===== config.mk =====
export PLATFORM = sky130hd
export DESIGN_NAME = risc_fetch_unit
export DESIGN_NICKNAME = d
export VERILOG_FILES = /design/src/rtl/risc_fetch_unit.sv
export SDC_FILE = /design/constraint.sdc
export NUM_CORES = 1
export LEC_CHECK = 0
export ABC_AREA = 1
export BUFFER_PORTS_ARGS = -buffer_cell sky130_fd_sc_hd__buf_2
export CAP_MARGIN = 25
export CORE_ASPECT_RATIO = 0.9
export CORE_MARGIN = 5
export CORE_UTILIZATION = 45
export CTS_CLUSTER_DIAMETER = 120
export DETAILED_ROUTE_END_ITERATION = 6
export PLACE_DENSITY_LB_ADDON = 0.05
export SYNTH_ARGS = -nofsm -noshare
export SYNTH_HDL_FRONTEND = slang
export SYNTH_SLANG_ARGS = --single-unit

===== constraint.sdc =====
create_clock -name CLK -period 7.35 [get_ports CLK]
set_input_delay 1.47 -clock CLK [delete_from_list [all_inputs] [get_ports CLK]]
set_output_delay 1.47 -clock CLK [all_outputs]
set_load 0.03 [all_outputs]

===== src/rtl/risc_fetch_unit.sv =====
// Instruction-fetch front end: owns the fetch PC, runs a one-outstanding req/ack fetch,
// and buffers address-tagged words for decode. Optional perf counters: RISC_FETCH_PERF_EN.
module risc_fetch_unit #(
    parameter int                ADDR_W   = 32,
    parameter int                INSTR_W  = 32,
    parameter int                DEPTH    = 4,
    parameter logic [ADDR_W-1:0] RESET_PC = '0,
    parameter int                PC_STEP  = 4
) (
    input  logic                       CLK,
    input  logic                       RST,
    output logic                       imem_req,
    output logic [ADDR_W-1:0]          imem_addr,
    input  logic                       imem_ack,
    input  logic [INSTR_W-1:0]         imem_data,
    input  logic                       redirect,
    input  logic [ADDR_W-1:0]          redirect_pc,
    output logic                       instr_valid,
    input  logic                       instr_ready,
    output logic [INSTR_W-1:0]         instr,
    output logic [ADDR_W-1:0]          instr_pc,
    output logic [$clog2(DEPTH):0]     count,
    output logic [31:0]                fetched_cnt,
    output logic [31:0]                flushed_cnt
);

    localparam int                PTR_W = $clog2(DEPTH);
    localparam int                CNT_W = PTR_W + 1;
    localparam logic [CNT_W-1:0]  FULL  = CNT_W'(DEPTH);
    localparam logic [ADDR_W-1:0] STEP  = ADDR_W'(PC_STEP);

    typedef enum logic {RUN, DRAIN} state_t;

    state_t             state, state_next;
    logic               run_q;
    logic [ADDR_W-1:0]  fetch_pc, fetch_pc_next;
    logic [ADDR_W-1:0]  pend_pc, pend_pc_next;
    logic [PTR_W-1:0]   wr_ptr, rd_ptr;
    logic [CNT_W-1:0]   cnt;
    logic [INSTR_W-1:0] q_instr [DEPTH];
    logic [ADDR_W-1:0]  q_pc    [DEPTH];
    logic               req, enq, deq, flush, discard;

    always_comb begin
        state_next    = state;
        fetch_pc_next = fetch_pc;
        pend_pc_next  = pend_pc;
        req           = 1'b0;
        enq           = 1'b0;
        flush         = 1'b0;
        discard       = 1'b0;
        case (state)
            RUN: begin
                req = run_q & (cnt < FULL);
                if (redirect) begin
                    flush = 1'b1;
                    if (req & ~imem_ack) begin
                        // Request already on the bus must complete before the new PC can be issued.
                        state_next   = DRAIN;
                        pend_pc_next = redirect_pc;
                    end else begin
                        fetch_pc_next = redirect_pc;
                        discard       = req & imem_ack;
                    end
                end else if (req & imem_ack) begin
                    enq           = 1'b1;
                    fetch_pc_next = fetch_pc + STEP;
                end
            end
            DRAIN: begin
                req   = 1'b1;
                flush = redirect;
                if (redirect) begin
                    pend_pc_next = redirect_pc;
                end
                if (imem_ack) begin
                    discard       = 1'b1;
                    fetch_pc_next = redirect ? redirect_pc : pend_pc;
                    state_next    = RUN;
                end
            end
            default: state_next = RUN;
        endcase
    end

    assign deq         = instr_valid & instr_ready & ~flush;
    assign imem_req    = req;
    assign imem_addr   = fetch_pc;
    assign instr_valid = (cnt != '0);
    assign instr       = q_instr[rd_ptr];
    assign instr_pc    = q_pc[rd_ptr];
    assign count       = cnt;

    always_ff @(posedge CLK or negedge RST) begin
        if (!RST) begin
            state    <= RUN;
            run_q    <= 1'b0;
            fetch_pc <= RESET_PC;
            wr_ptr   <= '0;
            rd_ptr   <= '0;
            cnt      <= '0;
        end else begin
            state    <= state_next;
            run_q    <= 1'b1;
            fetch_pc <= fetch_pc_next;
            if (flush) begin
                wr_ptr <= '0;
                rd_ptr <= '0;
                cnt    <= '0;
            end else begin
                if (enq) wr_ptr <= wr_ptr + 1'b1;
                if (deq) rd_ptr <= rd_ptr + 1'b1;
                case ({enq, deq})
                    2'b10:   cnt <= cnt + 1'b1;
                    2'b01:   cnt <= cnt - 1'b1;
                    default: cnt <= cnt;
                endcase
            end
        end
    end

    always_ff @(posedge CLK) begin
        pend_pc <= pend_pc_next;
        if (enq) begin
            q_instr[wr_ptr] <= imem_data;
            q_pc[wr_ptr]    <= fetch_pc;
        end
    end

`ifdef RISC_FETCH_PERF_EN
    logic [31:0] fetched_q, flushed_q, flush_amt;

    function automatic logic [31:0] sat_add(input logic [31:0] a, input logic [31:0] b);
        logic [32:0] s;
        s = {1'b0, a} + {1'b0, b};
        return s[32] ? 32'hFFFF_FFFF : s[31:0];
    endfunction

    // A flush drops every queued entry plus the response that arrived alongside it, if any.
    assign flush_amt = (flush ? 32'(cnt) : 32'd0) + (discard ? 32'd1 : 32'd0);

    always_ff @(posedge CLK or negedge RST) begin
        if (!RST) begin
            fetched_q <= '0;
            flushed_q <= '0;
        end else begin
            fetched_q <= sat_add(fetched_q, {31'd0, enq});
            flushed_q <= sat_add(flushed_q, flush_amt);
        end
    end

    assign fetched_cnt = fetched_q;
    assign flushed_cnt = flushed_q;
`else
    logic unused_perf;
    assign unused_perf = discard;
    assign fetched_cnt = '0;
    assign flushed_cnt = '0;
`endif

endmodule


# --- After elaboration in Yosys (flattened, before gate mapping) ---
# Memory sizes are Yosys's and may differ from the RTL's.
# Index checks and enable logic that the tools add are counted.
op_classes:
  n_addsub: 5
  order_cmp: 1
  eq_ne: 7
  mux: 27
  n_bitwise: 8
  n_reduce_logical: 6
ops:
  columns: ["op", "count"]
  rows:
  - ["$mux 32", 7]
  - ["$pmux 32 s2", 2]
  - ["$add 32x3->32 const B", 1]
  - ["$mux 1", 9]
  - ["$mux 2", 4]
  - ["$ne 2x2->1 const B", 3]
  - ["$ne 3x3->1 const B", 2]
  - ["$pmux 1 s2", 3]
  - ["$pmux 3 s2", 1]
  - ["$reduce_bool 3->1", 2]
  - ["$and 1x1->1", 5]
  - ["$add 2x1->2 const B", 2]
  - ["$reduce_bool 2->1", 2]
  - ["$add 3x1->3 const B", 1]
  - ["$lt 3x3->1 const B", 1]
  - ["$mux 3", 1]
  - ["$not 1->1", 3]
  - ["$reduce_and 3->1", 1]
  - ["$sub 3x1->3 const B", 1]
  - ["$eq 2x1->1 const B", 1]
  - ["$eq 2x2->1 const B", 1]
  - ["$reduce_and 2->1", 1]
totals:
  regBits: 73
  ram_bits: 256
  out_inout_bits: 165
  word_cells: 63
  n_memories: 2
memory_table:
  columns: ["memory", "depth", "width", "rd", "rd_clocked_by_memory_dff", "wr", "line_no", "text"]
  rows:
  - ["q_instr", 4, 32, 1, 0, 1, "40", "logic [INSTR_W-1:0] q_instr [DEPTH];"]
  - ["q_pc", 4, 32, 1, 0, 1, "41", "logic [ADDR_W-1:0] q_pc [DEPTH];"]

# --- Logic depth before layout (Yosys ltp) ---
depth:
  depth_word: 9
  mapped_depth: 12
  mapped_depth_nobuf: 12

# --- Worst setup path after synthesis ---
# Ideal clock, no wire load.
synth_path:
  path_kind: "input to register"
  from: "in redirect"
  to: "mem q_instr[0][0], enable pin"
  setup_time_ns: 0.486
  arrival_time_ns: 4.527
  t_required_ns: 6.864
  path_slack_ns: 2.337
  cell_stages: 4
  path_cell_list: "buf_6 nor2_8 nand3_2 nor2_1"
synth_between:
  elab_chain_cells: 4
synth_rtl:
  columns: ["element", "line_no", "text"]
  rows:
  - ["start: declaration", "16", "input logic redirect,"]
  - ["$mux 1", "55", "if (redirect) begin"]
  - ["$mux 1", "52", "case (state)"]
  - ["$mux 1", "124", "if (enq) begin"]
  - ["$mux 1 (not written as such)", "125", "q_instr[wr_ptr] <= imem_data;"]
  - ["end: declaration", "40", null]
# Every way passes these cells.

# --- Final worst setup path ---
layout_path:
  from: "reg rd_ptr[0]"
  to: "out instr_pc[10]"
layout_between:
  elab_chain_cells: 1
layout_rtl:
  columns: ["element", "line_no", "text"]
  rows:
  - ["start: declaration", "38", "logic [PTR_W-1:0] wr_ptr, rd_ptr;"]
  - ["start signal: assignment", "112", "if (deq) rd_ptr <= rd_ptr + 1'b1;"]
  - ["$mem_v2 4x32", null, null]
  - ["end: declaration", "21", "output logic [ADDR_W-1:0] instr_pc,"]
# Every way passes these cells.

==> impl_metrics.json <==
{
  "cp_cell_sequence": "inv_4, buf_4, o21ai_0, o22ai_1, buf_2",
  "nets": 1535,
  "via_count": 9676,
  "ff2ff_setup_slack_ns": 4.36,
  "hold_end": "pend_pc[10]",
  "worstRegToRegCells": 4,
  "cts_tree": "done",
  "design.die.area_um2": 35700,
  "fin_skew_ns": 0.00928,
  "drive_gt1_share_pct": 18.5,
  "grt_max_degree": 83,
  "mostFrequentLayoutCells": "288 x edfxtp_1, 210 x nor2_1, 188 x o21ai_0",
  "ctsResizeCount": 0,
  "maxCapViolCount": 0,
  "clk_latency_ns": 0.51,
  "io-pin-count": 234,
  "place_inst": 1838,
  "synth_warnings": 0,
  "hold_viol_final": 0,
  "cts_hold_buf": 0,
  "grt_setup_unrepaired": "no",
  "die_x_um": 199,
  "synth_cells": 1304,
  "end_kind": "output pin",
  "dp.final_hpwl_um": 21100,
  "drc": 0,
  "root_buffer": "clkbuf_16",
  "synth_top_area_cell": "edfxtp_1",
  "grt_pass1_vias": 9234,
  "grt_pass1_wl_um": 52900,
  "fin_tns_setup_ns": 0,
  "multiInputGateArea_um2": 3920,
  "crit_path_max_fanout": 66,
  "cellPowerDensity_nw_per_um2": 351,
  "regArea_um2": 9680,
  "synth_area_leaders": "edfxtp_1 60%, dfrtp_1 7.1%, o21ai_0 6.5%",
  "crit_family": "buffers and inverters",
  "max_freq_mhz": 215,
  "synth_top_area_share_pct": 60.0,
  "wirelength_um": 34100,
  "antennaDiodeCount": 0,
  "ys_seq_area_share_pct": 67.1,
  "dieHeight_um": 180,
  "drt_iter0_markers": 617,
  "synth.avg_cell_area_um2": 11.1,
  "hp-start": "pend_pc[10]",
  "fp.coreArea_um2": 31800,
  "viasPerCell": 5.09,
  "cts.path.max_buffers": 3,
  "hold_depth": 2,
  "crit_slowest_cell": "dfrtp_4",
  "crit_buf_inv": 3,
  "arrival_ns": 3.18,
  "critPathKind": "register to output pin",
  "gp_congestion": 0.764,
  "synthDistinctLibCells": 36,
  "status": "finished, final reports clean",
  "wl_per_cell_um": 17.9,
  "fin_cells": 1901,
  "setup-violations-final": 0,
  "setup_slack_ns": 2.70,
  "start_kind": "register",
  "post-place-ws_ns": 2.69,
  "peakVddDrop_mv": 0.196,
  "h-tree-depth": 2,
  "leakage_nw": 6.40,
  "cp.required_ns": 5.88,
  "firstDrtPassIters": 4,
  "reg2reg_from": "state",
  "fin_crit_sh_pct": 63.3,
  "postSynthRegisterBits": 329,
  "cts_sinks": 329,
  "post-route-util_pct": 51.7,
  "slew_viol_final": 0,
  "grtUsageTotal_pct": 18.5,
  "max_stage_delay_ns": 0.70,
  "min_path_type": "register to register",
  "slew_headroom_pct": 43.6,
  "post_cts_buffers": 0,
  "worstMarginPinSlew_ns": 0.846,
  "holdWs_ns": 0.542,
  "cts_buffers": 35,
  "io_buffers": 169,
  "rows": 62,
  "r2r-end": "q_pc[0][19]",
  "final_common_cell": "edfxtp_1",
  "antenna_found_initial": 0,
  "start_util_pct": 45.3,
  "fin_crit_ns": 4.65,
  "clk_pin_slew_worst_paths_ns": 0.06,
  "synth.cell_area_um2": 14400,
  "grt_remaining_overflow": 0,
  "num-fill-cells": 2896,
  "route.antenna.remaining_nets": 0,
  "syn_to_final_growth_pct": 14.1
}
==> state kept, by name (all words and copies together), names as in the netlist <==
| signal | cells |
|---|---|
| count | 3 |
| imem_addr | 32 |
| pend_pc | 32 |
| q_instr | 128 |
| q_pc | 128 |
| rd_ptr | 2 |
| run_q | 1 |
| state | 1 |
| wr_ptr | 2 |
==> tightest hold or removal path, cell delays in order (launching register included) <==
cell and delay (ns):
edfxtp_1 0.33, nand2_1 0.06, nand2_1 0.05
==> cells by family (layout without fill, tap and decap cells) <==
kind of cell	after synthesis	after routing	synth area share, %
AND/OR/NAND/NOR	474	474	13.8
flip-flops	329	329	67.1
AO/OA/AOI/OAI	289	289	10.8
buffers and inverters	203	321	7.58
adder cells (fa/ha/maj)	6	6	0.573
other	2	65	0.0521
XOR/XNOR	1	1	0.0608
==> metrics by stage <==
step | power, mW | cell area [um2]
2_1_floorplan | 3.66 | 14700
3_3_place_gp | 4.18 | 15300
3_5_place_dp | 4.20 | 15400
4_1_cts | 5.85 | 16400
5_1_grt | 6.09 | 16400
6_report | 5.77 | 16400
==> where the power goes <==
part	internal, mW	switching, mW	leakage, nW
sequential	2.26	0.256	3.09
combinational	0.412	1.20	2.77
clock	0.937	0.701	0.530
==> layer usage <==
layer / up-vias / routed length [um] / share of wire (%) / GRT usage [%]
met2: 217 / 15800 / 46 / 29.2
met3: 36 / 1730 / 5.1 / 3.13
met1: 4689 / 16100 / 47 / 27.5
met4: 0 / 455 / 1.3 / 3.47
met5: - / 0 / 0 / 0
li1: 4734 / - / - / -
==> area by class of cell <==
type                       count  share of cell area (%)
timing repair buffer         182                    5.89
sequential                   329                    58.9
multi-input combinational    835                    23.8
clock inverter                20                   0.852
tap                          416                    3.16
inverter                      77                    1.80
clock buffer                  42                    5.61
==> synth_stat cells <==
cell type and number:
nor2_1 214, a31oi_1 4, dfrtp_1 41, buf_6 6, inv_1 71, nor3_1 2, o211ai_1 1, edfxtp_1 288
nor2_4 6, and2_1 1, inv_6 1, nand4_1 1, o21ai_2 2, clkinv_1 1, nor2_8 1, nand2_4 2
nand3_2 3, nor2_2 6, nand3_1 49, o21ai_0 188, nand2_2 8, nand3_4 1, conb_1 2, clkbuf_1 36
o22ai_1 64, xnor2_1 1, a21oi_1 21, fa_1 1, buf_4 70, a22oi_2 1, inv_2 4, ha_1 5
nand2_1 180, a22oi_1 5, buf_2 14, o21ai_1 3
==> worst max path at each step <==
| stage | endpoint | cells past startpoint | slack [ns] | from |
|---|---|---|---|---|
| floorplan | q_instr[0][0] | 4 | 2.34 | redirect |
| global placement | q_instr[3][31] | 5 | 2.76 | redirect |
| detailed placement | q_pc[3][20] | 5 | 2.69 | redirect |
| CTS | instr_pc[10] | 5 | 2.64 | rd_ptr[0] |
| global route | instr_pc[10] | 5 | 2.48 | rd_ptr[0] |
| finish | instr_pc[10] | 5 | 2.70 | rd_ptr[0] |
(Power assumes the default switching activity.)
